<file path="src/rtl/mem_arb_pkg.sv">
// Shared types for the memory client arbiter.
package mem_arb_pkg;

    // Client command word: {read_not_write, addr, len}, 65 bits.
    typedef struct packed {
        logic        read_not_write;
        logic [31:0] addr;
        logic [31:0] len;
    } mem_cmd_t;

    typedef enum logic [1:0] {
        StIdle,
        StCmd,
        StWrite,
        StRead
    } arb_state_t;

endpackage

</file>
<file path="src/rtl/rr_select.sv">
// Combinational round-robin picker: first requester after last_grant, wrapping.
module rr_select #(
    parameter int unsigned num_ports = 4,
    localparam int unsigned IdxW = $clog2(num_ports)
) (
    input  logic [num_ports-1:0] req,
    input  logic [IdxW-1:0]      last_grant,
    output logic                 found,
    output logic [IdxW-1:0]      index
);

    int unsigned cand;

    // Scan offsets 1..num_ports so last_grant itself is checked last.
    always_comb begin
        found = 1'b0;
        index = '0;
        cand  = 0;
        for (int unsigned off = 1; off <= num_ports; off++) begin
            cand = 32'(last_grant) + off;
            if (cand >= num_ports) begin
                cand = cand - num_ports;
            end
            if (!found && req[IdxW'(cand)]) begin
                found = 1'b1;
                index = IdxW'(cand);
            end
        end
    end

endmodule

</file>
<file path="src/rtl/mem_client_arbiter.sv">
// Round-robin arbiter multiplexing memory clients onto one cmd/write/read channel set.
module mem_client_arbiter
    import mem_arb_pkg::*;
#(
    parameter int unsigned num_ports = 4,
    parameter int unsigned mem_width = 32
) (
    input  logic                                 clk,
    input  logic                                 aresetn,
    input  logic [num_ports-1:0]                 cl_cmd_valid,
    output logic [num_ports-1:0]                 cl_cmd_ready,
    input  logic [num_ports-1:0][64:0]           cl_cmd_data,
    input  logic [num_ports-1:0]                 cl_write_valid,
    output logic [num_ports-1:0]                 cl_write_ready,
    input  logic [num_ports-1:0][mem_width-1:0]  cl_write_data,
    output logic [num_ports-1:0]                 cl_read_valid,
    input  logic [num_ports-1:0]                 cl_read_ready,
    output logic [num_ports-1:0][mem_width-1:0]  cl_read_data,
    output logic                                 mem_cmd_valid,
    input  logic                                 mem_cmd_ready,
    output logic [64:0]                          mem_cmd_data,
    output logic                                 mem_write_valid,
    input  logic                                 mem_write_ready,
    output logic [mem_width-1:0]                 mem_write_data,
    input  logic                                 mem_read_valid,
    output logic                                 mem_read_ready,
    input  logic [mem_width-1:0]                 mem_read_data
);

    localparam int unsigned IdxW = $clog2(num_ports);

    arb_state_t      state_q, state_d;
    logic [IdxW-1:0] grant_q, grant_d;
    logic [IdxW-1:0] last_grant_q, last_grant_d;
    mem_cmd_t        cmd_q, cmd_d;
    logic [31:0]     remaining_q, remaining_d;
    logic            sel_found;
    logic [IdxW-1:0] sel_index;

    rr_select #(
        .num_ports(num_ports)
    ) u_rr_select (
        .req        (cl_cmd_valid),
        .last_grant (last_grant_q),
        .found      (sel_found),
        .index      (sel_index)
    );

    // Next-state: grant latch, command capture and burst countdown.
    always_comb begin
        state_d      = state_q;
        grant_d      = grant_q;
        last_grant_d = last_grant_q;
        cmd_d        = cmd_q;
        remaining_d  = remaining_q;
        unique case (state_q)
            StIdle: begin
                if (sel_found) begin
                    grant_d = sel_index;
                    cmd_d   = mem_cmd_t'(cl_cmd_data[sel_index]);
                    state_d = StCmd;
                end
            end
            StCmd: begin
                if (mem_cmd_ready) begin
                    remaining_d = cmd_q.len;
                    if (cmd_q.len == 32'd0) begin
                        // Zero-length command still advances the rotation.
                        state_d      = StIdle;
                        last_grant_d = grant_q;
                    end else if (cmd_q.read_not_write) begin
                        state_d = StRead;
                    end else begin
                        state_d = StWrite;
                    end
                end
            end
            StWrite: begin
                if (cl_write_valid[grant_q] && mem_write_ready) begin
                    remaining_d = remaining_q - 32'd1;
                    if (remaining_q == 32'd1) begin
                        state_d      = StIdle;
                        last_grant_d = grant_q;
                    end
                end
            end
            StRead: begin
                if (mem_read_valid && cl_read_ready[grant_q]) begin
                    remaining_d = remaining_q - 32'd1;
                    if (remaining_q == 32'd1) begin
                        state_d      = StIdle;
                        last_grant_d = grant_q;
                    end
                end
            end
            default: state_d = StIdle;
        endcase
    end

    // Outputs: only the granted client's handshakes are routed; everything else reads 0.
    always_comb begin
        cl_cmd_ready    = '0;
        cl_write_ready  = '0;
        cl_read_valid   = '0;
        cl_read_data    = '0;
        mem_cmd_valid   = 1'b0;
        mem_cmd_data    = cmd_q;
        mem_write_valid = 1'b0;
        mem_write_data  = '0;
        mem_read_ready  = 1'b0;
        unique case (state_q)
            StIdle: begin
                // Gate with reset so no client sees an accept while aresetn is low.
                if (sel_found && aresetn) begin
                    cl_cmd_ready[sel_index] = 1'b1;
                end
            end
            StCmd: begin
                mem_cmd_valid = 1'b1;
            end
            StWrite: begin
                mem_write_valid         = cl_write_valid[grant_q];
                mem_write_data          = cl_write_data[grant_q];
                cl_write_ready[grant_q] = mem_write_ready;
            end
            StRead: begin
                cl_read_valid[grant_q] = mem_read_valid;
                cl_read_data[grant_q]  = mem_read_data;
                mem_read_ready         = cl_read_ready[grant_q];
            end
            default: ;
        endcase
    end

    // State registers; last_grant resets to the top port so port 0 wins first.
    always_ff @(posedge clk or negedge aresetn) begin
        if (!aresetn) begin
            state_q      <= StIdle;
            grant_q      <= '0;
            last_grant_q <= IdxW'(num_ports - 1);
            cmd_q        <= '0;
            remaining_q  <= '0;
        end else begin
            state_q      <= state_d;
            grant_q      <= grant_d;
            last_grant_q <= last_grant_d;
            cmd_q        <= cmd_d;
            remaining_q  <= remaining_d;
        end
    end

endmodule

</file>
<file path="config.mk">
export PLATFORM = sky130hd
export DESIGN_NAME = mem_client_arbiter
export DESIGN_NICKNAME = d
export VERILOG_FILES = /design/src/rtl/mem_arb_pkg.sv /design/src/rtl/rr_select.sv /design/src/rtl/mem_client_arbiter.sv
export SDC_FILE = /design/constraint.sdc
export NUM_CORES = 1
export LEC_CHECK = 0
export ABC_AREA = 1
export BUFFER_PORTS_ARGS = -buffer_cell sky130_fd_sc_hd__clkbuf_2
export CAP_MARGIN = 0
export CORE_AREA = 2 2 266 268
export DETAILED_ROUTE_END_ITERATION = 6
export DIE_AREA = 0 0 268 270
export GPL_TIMING_DRIVEN = 0
export PLACE_DENSITY = 0.44
export SKIP_CTS_REPAIR_TIMING = 1
export SYNTH_ARGS = -nofsm -noshare
export SYNTH_HDL_FRONTEND = slang
export SYNTH_SLANG_ARGS = --single-unit
export TNS_END_PERCENT = 10
</file>
<file path="constraint.sdc">
create_clock -name clk -period 2.1 [get_ports clk]
set_input_delay 0.42 -clock clk [delete_from_list [all_inputs] [get_ports clk]]
set_output_delay 0.42 -clock clk [all_outputs]
set_load 0.01 [all_outputs]
</file>
Yosys cells after proc, flatten, opt, wreduce, memory -nomap -nowiden
Index checks and enable logic that the tools add are counted.
{"block": "word_totals", "out_inout_bits": 240, "ff_bits": 103, "in_bits": 437, "elab_cells": 119}
{"block": "classes", "muxes": 61, "order_cmp": 12, "n_addsub": 9, "n_reduce_logical": 18, "bitwise_logic": 3, "n_eq_ne": 9}
{"operator": "32-bit two-way mux", "count": 6}
{"operator": "65-bit binary-select mux with 2-bit select", "count": 1}
{"operator": "128-bit AND", "count": 1}
{"operator": "128-bit two-way mux", "count": 1}
{"operator": "32-bit one-hot mux with 3 select lines", "count": 1}
{"operator": "65-bit two-way mux", "count": 1}
{"operator": "32-bit binary-select mux with 2-bit select", "count": 1}
{"operator": "32-bit demux with 2-bit select", "count": 1}
{"operator": "2-bit two-way mux", "count": 19}
{"operator": "32-bit by 1-bit == test with 1-bit output, second input constant", "count": 1}
{"operator": "32-bit logical NOT", "count": 1}
{"operator": "32-bit by 1-bit subtractor with 32-bit output, second input constant", "count": 1}
{"operator": "2-bit by 3-bit < comparator with 1-bit output, second input constant", "count": 6}
{"operator": "1-bit two-way mux", "count": 16}
{"operator": "4-bit two-way mux", "count": 4}
{"operator": "1-bit binary-select mux with 2-bit select", "count": 6}
{"operator": "2-bit != test, second input constant", "count": 5}
{"operator": "3-bit greater-or-equal comparator, second input constant", "count": 3}
{"operator": "4-bit AND", "count": 2}
{"operator": "1-bit logical AND", "count": 8}
{"operator": "2-bit one-hot mux with 4 select lines", "count": 1}
{"operator": "4-bit AND reduction", "count": 2}
{"operator": "2-bit by 1-bit subtractor with 2-bit output, second input constant", "count": 4}
{"operator": "2-bit by 2-bit adder with 3-bit output, second input constant", "count": 2}
{"operator": "other kinds (13)", "count": 18}

Longest topological paths before layout
{"block": "logic_depth", "word_depth": 21, "mapped_depth": 19, "ltp_nobuf": 16}

Cells and area by module
A second synthesis with hierarchy kept.
{"block": "unflattened", "cells_unflattened": 1354, "hier_area_um2": 8479.4}
{"mod": "mem_client_arbiter", "cells_each": 1305, "seq_area_each_um2": 2580.0, "instances": 1, "area_per_inst_um2": 8189.1}
{"mod": "rr_select", "cells_each": 49, "seq_area_each_um2": 0.0, "instances": 1, "area_per_inst_um2": 290.3}

Least setup slack after synthesis
No wires, ideal clock.
{"block": "synth_timing", "path_type": "register to output", "from": "reg last_grant_q[0]", "to": "out cl_cmd_ready[1]", "t_required_ps": 1680, "path_slack_ps": -300, "arrival_time_ps": 1980, "path_buffers": 3, "path_stages_with_launch": 16, "path_cell_list": "dfstp_2 buf_4 inv_4 nand2_1 nand2_1 nand2_1 nand2_2 inv_2 nand2_2 nor2_2 nand2_2 nand2_4 buf_6 buf_6 inv_1 nor3_1"}
{"block": "synth_via", "elab_chain_cells": 21, "word_cells_on_any_way": 46, "cone_classes": "add/sub (8); order compare (6); mux (24); reduce/logical (8)"}
{"item": "start, declared", "line": "mem_client_arbiter.sv:34", "source": "logic [IdxW-1:0] last_grant_q, last_grant_d;"}
{"item": "start signal, assigned", "line": "mem_client_arbiter.sv:140", "source": "last_grant_q <= IdxW'(num_ports - 1);"}
{"item": "start signal, assigned", "line": "mem_client_arbiter.sv:146", "source": "last_grant_q <= last_grant_d;"}
{"item": "2-bit by 1-bit adder with 3-bit output", "line": "rr_select.sv:20", "source": "cand = 32'(last_grant) + off;"}
{"item": "3-bit greater-or-equal comparator or 2-bit by 1-bit subtractor with 2-bit output (tied branches)", "line": "rr_select.sv:21, rr_select.sv:22"}
{"item": "2-bit two-way mux", "line": "rr_select.sv:21", "source": "if (cand >= num_ports) begin"}
{"item": "1-bit binary-select mux with 2-bit select", "line": "rr_select.sv:24", "source": "if (!found && req[IdxW'(cand)]) begin"}
{"item": "1-bit two-way mux (implied by the code)", "line": "rr_select.sv:24"}
{"item": "1-bit two-way mux", "line": "rr_select.sv:24"}
{"item": "1-bit logical NOT", "line": "rr_select.sv:24"}
{"item": "1-bit logical AND", "line": "rr_select.sv:24"}
{"item": "[5 not listed]"}
{"item": "1-bit logical AND", "line": "rr_select.sv:24"}
{"item": "2-bit two-way mux", "line": "rr_select.sv:24"}
{"item": "2-bit by 3-bit < comparator with 1-bit output (implied by the code) or 2-bit by 1-bit greater-or-equal comparator with 1-bit output (tied branches)", "line": "mem_client_arbiter.sv:115", "source": "cl_cmd_ready[sel_index] = 1'b1;"}
{"item": "1-bit logical AND (implied by the code)", "line": "mem_client_arbiter.sv:115"}
{"item": "1-bit two-way mux (implied by the code)", "line": "mem_client_arbiter.sv:115"}
{"item": "1-bit demux with 2-bit select", "line": "mem_client_arbiter.sv:115"}
{"item": "4-bit two-way mux (*)", "line": "mem_client_arbiter.sv:114", "source": "if (sel_found && aresetn) begin"}
{"item": "4-bit two-way mux (*)", "line": "mem_client_arbiter.sv:111", "source": "unique case (state_q)"}
{"item": "end, declared", "line": "mem_client_arbiter.sv:11", "source": "output logic [num_ports-1:0] cl_cmd_ready,"}
Every way passes the cells marked *; elsewhere a longest branch is shown, timed or not. The select of a mux whose other input is x is not followed.

Worst setup path in the final report
{"block": "layout_timing", "from": "reg last_grant_q[0]", "to": "out cl_cmd_ready[2]"}
The elaborated chain is that of the path after synthesis.

==> results.yml <==
outcome:
  status: "finished, violations left"
  violations: "setup timing"
synthesis:
  synth_cells: 1688
  yosys.area_share.adder_pct: 0.261
  ys_seq_elements: 103
  yosys.area.top_type_share_pct: 33.1
  synth_xor_area_share_pct: 1.28
  synth_fp_nets: 2127
  syn_area_mm2: 0.00959
  synth_top_family_by_area: "simple AND/OR/NAND/NOR gates"
  ys_top_cells_by_area: "nand2_1 33%, dfrtp_1 26%, nand3_1 8.2%"
  ys_types: 40
  netlist_top_cells_count: "845 x nand2_1, 193 x nor2_1, 157 x nand3_1, 101 x dfrtp_1, 65 x a22oi_1"
  seq_area_frac_synth_pct: 26.9
  synth_warnings: 0
  synth_top_flop_cell: "dfrtp_1"
  async_reset_ff_share_pct: 100
  synth.largest_area_cell: "nand2_1"
  synth_simple_gate_area_share_pct: 53.2
  synth.avg_cell_area_um2: 5.68
  synth_edf_count: 0
  synth_mux_area_share_pct: 0.313
  synth_compound_area_share_pct: 10.2
  synth_most_common_cell: "nand2_1"
sta:
  drv_slew: 0
  setup_ws_ns: -0.845
  rsz0062_at_grt: "true"
  slew_headroom_pct: 38.9
  fmax_mhz: 340
  period_share_pct: 140
  tightest_slew_ns: 0.913
  finalSetupViolations: 239
  hold_viol: 0
  fin_worst_skew_ns: 0.0175
  fin_crit_ns: 2.95
clock_tree:
  cts_tree: "yes"
  cts_inserted_buffers: 9
  clk_pin_slew_ns: 0.07
  cts_buffer_depth: 2
  insertion_delay_ns: 0.40
  htreeDepth: 3
  cts-root-buf: "clkbuf_16"
  cts_sinks: 103
route:
  vias: 13900
  routedWlPerCell_um: 19.5
  ant_nets: 0
  drtPass1Iterations: 5
  drt_iter0_markers: 662
  routed_wl_um: 65800
  drc_errors: 0
  viasPerCell: 4.10
layout:
  drive_gt1_share_pct: 41.0
  fin_cells: 3381
  nets: 2874
  synthToLayoutAreaGrowth_pct: 68.5
  fin_util_pct: 23.2
grt:
  grt_pass1_vias: 13300
  antenna_found_initial: 2
  grt_overflow: 0
  grtUsageTotal_pct: 17.2
  grt_max_degree: 61
  grt_pass1_wl_um: 90500
setup_path:
  worstReg2RegEnd: "mem_cmd_data[15]$_DFFE_PN0P_"
  required_ns: 1.68
  crit_type: "reg -> out"
  reg2reg_setup_slack_ns: -0.73
  start_kind: "flop"
  worstPathMaxFanout: 8
  cp_data_arrival_time_ns: 2.53
  crit_path_end_kind: "primary output"
  reg2reg_from: "last_grant_q[0]$_DFFE_PN1P_"
  crit_family: "simple AND/OR/NAND/NOR gates"
  cp_slowest_cell: "dfstp_2"
  cpPeakStageDelay_ns: 0.54
  timing.critical_path.mode_cell: "nand2_4"
  cp_cell_sequence: "buf_8 > inv_8 > nand2_2 > nand2_4 > nand2_4 > nand2_4 > nor2_4 > nand3_4 > nand2_8 > nand2_8 > buf_12 > buf_12 > nor3_4 > buf_2"
  rr_worst_depth: 19
  path_buf_inv: 5
floorplanning:
  die_x_um: 268
  io_pins: 677
  initial_utilization_pct: 13.8
  dieArea_mm2: 0.0724
  core_mm2: 0.0695
  row_count: 97
  dieHeight_um: 270
place:
  dp_hpwl_um: 54400
  gp_congestion: 0.905
  placedCellCount: 3305
  portBuffers: 676
power_and_ir_drop:
  peakVddDrop_mv: 0.761
  p_leak_nw: 9.01
  p_per_area_mw_per_mm2: 1840
job:
  maxCapViolations: 0
min_path:
  hp-class: "in -> async"
-- state kept, by name, summed over array words and instances, names as in the netlist --
name,count
state_q,2
last_grant_q,2
remaining_q,32
grant_q,2
mem_cmd_data,65
-- power by group --
group	switching, mW	internal, mW	total, mW	leakage [nW]
registers	1.14	2.96	4.10	1.30
clock network	0.932	0.944	1.88	0.146
logic	15.4	8.45	23.8	7.57
-- worst register-to-register path: stages, from the launching register on --
cell and delay (ns):
dfstp_2 0.54, buf_8 0.13, inv_8 0.06, nand2_2 0.07
nand2_4 0.06, nand2_4 0.08, nand2_4 0.06, nor2_4 0.15
nand3_4 0.17, nand2_8 0.15, buf_4 0.12, buf_4 0.10
buf_6 0.18, buf_4 0.25, nand3_1 0.18, nand2_1 0.12
nand2_1 0.05, nand2_1 0.16, nand2_1 0.09, nand2_1 0.06
-- routing by layer --
layer | GRT usage [%] | share of wire, %
met1 | 21.6 | 43
met2 | 30.3 | 48
met3 | 3.01 | 5.5
met4 | 4.34 | 2.5
met5 | 0 | 0.046
-- worst max-delay path by stage --
| stage | startpoint | end | slack, ns | depth (start not counted) |
|---|---|---|---|---|
| 2_1_floorplan | last_grant_q[0]$_DFFE_PN1P_ | cl_cmd_ready[3] | -0.18 | 13 |
| 3_3_place_gp | aresetn | cl_cmd_ready[3] | -2.21 | 4 |
| 3_5_place_dp | last_grant_q[0]$_DFFE_PN1P_ | cl_cmd_ready[3] | -1.28 | 13 |
| 4_1_cts | last_grant_q[0]$_DFFE_PN1P_ | cl_cmd_ready[3] | -1.72 | 13 |
| 5_1_grt | last_grant_q[0]$_DFFE_PN1P_ | cl_cmd_ready[2] | -0.99 | 14 |
| 6_report | last_grant_q[0]$_DFFE_PN1P_ | cl_cmd_ready[2] | -0.85 | 14 |
-- final cells by class --
type,instances,area [um^2]
fill,8075,53400
multi-input combinational,1431,6830
timing repair buffer,736,4060
sequential,103,2580
tap,940,1180
buffer,116,987
clock buffer,9,225
inverter,38,210
clock inverter,6,77.6
antenna,2,5.00
-- through the flow --
step | setup WS [ns] | setup TNS [ns] | hold WS (ns) | cell area (um^2) | total power [mW]
after global routing | -0.987 | -93.56 | 0.0366 | 16100 | 32.7
after floorplan | -0.177 | -0.654 | 0.124 | 9620 | 16.4
final | -0.845 | -59.82 | 0.0546 | 16200 | 29.8
after CTS | -1.72 | -217.04 | -0.0420 | 14500 | 27.0
after global placement | -2.21 | -264.82 | 0.464 | 14200 | 25.0
after detailed placement | -1.28 | -136.66 | 0.404 | 14200 | 25.0
-- logic make-up (layout without fill, tap and decap cells) --
kind of cell	after synthesis	in the layout
AOI/OAI and AO/OA	156	156
xor gates and xnor gates	14	14
adders and majority gates	2	2
buffers and inverters	154	905
DFF	103	103
muxes	3	3
other	0	2
and+or+nand+nor	1256	1256
-- cells in the final DEF, fill, tap and decap left out, types with 4 or more instances in the layout --
cell and count:
nor2_2 16, buf_12 16, xor2_1 10, inv_2 6, clkbuf_2 612, nand2_1 796, buf_4 62, a22oi_1 56
buf_6 47, nand3_1 154, nand2_2 42, nand2_8 10, dfrtp_1 99, buf_8 8, a21oi_2 9, o211ai_1 11
o21ai_0 28, a21oi_1 26, nor4_1 7, nand4_1 9, clkbuf_16 9, nand2_4 13, nor2_1 174, clkbuf_1 14
xnor2_1 4, a22oi_2 9, inv_1 21, or2_2 6, buf_2 87, o21ai_1 11, nor2_4 13, inv_8 5
Note: power is estimated with default switching activity, not from simulation.
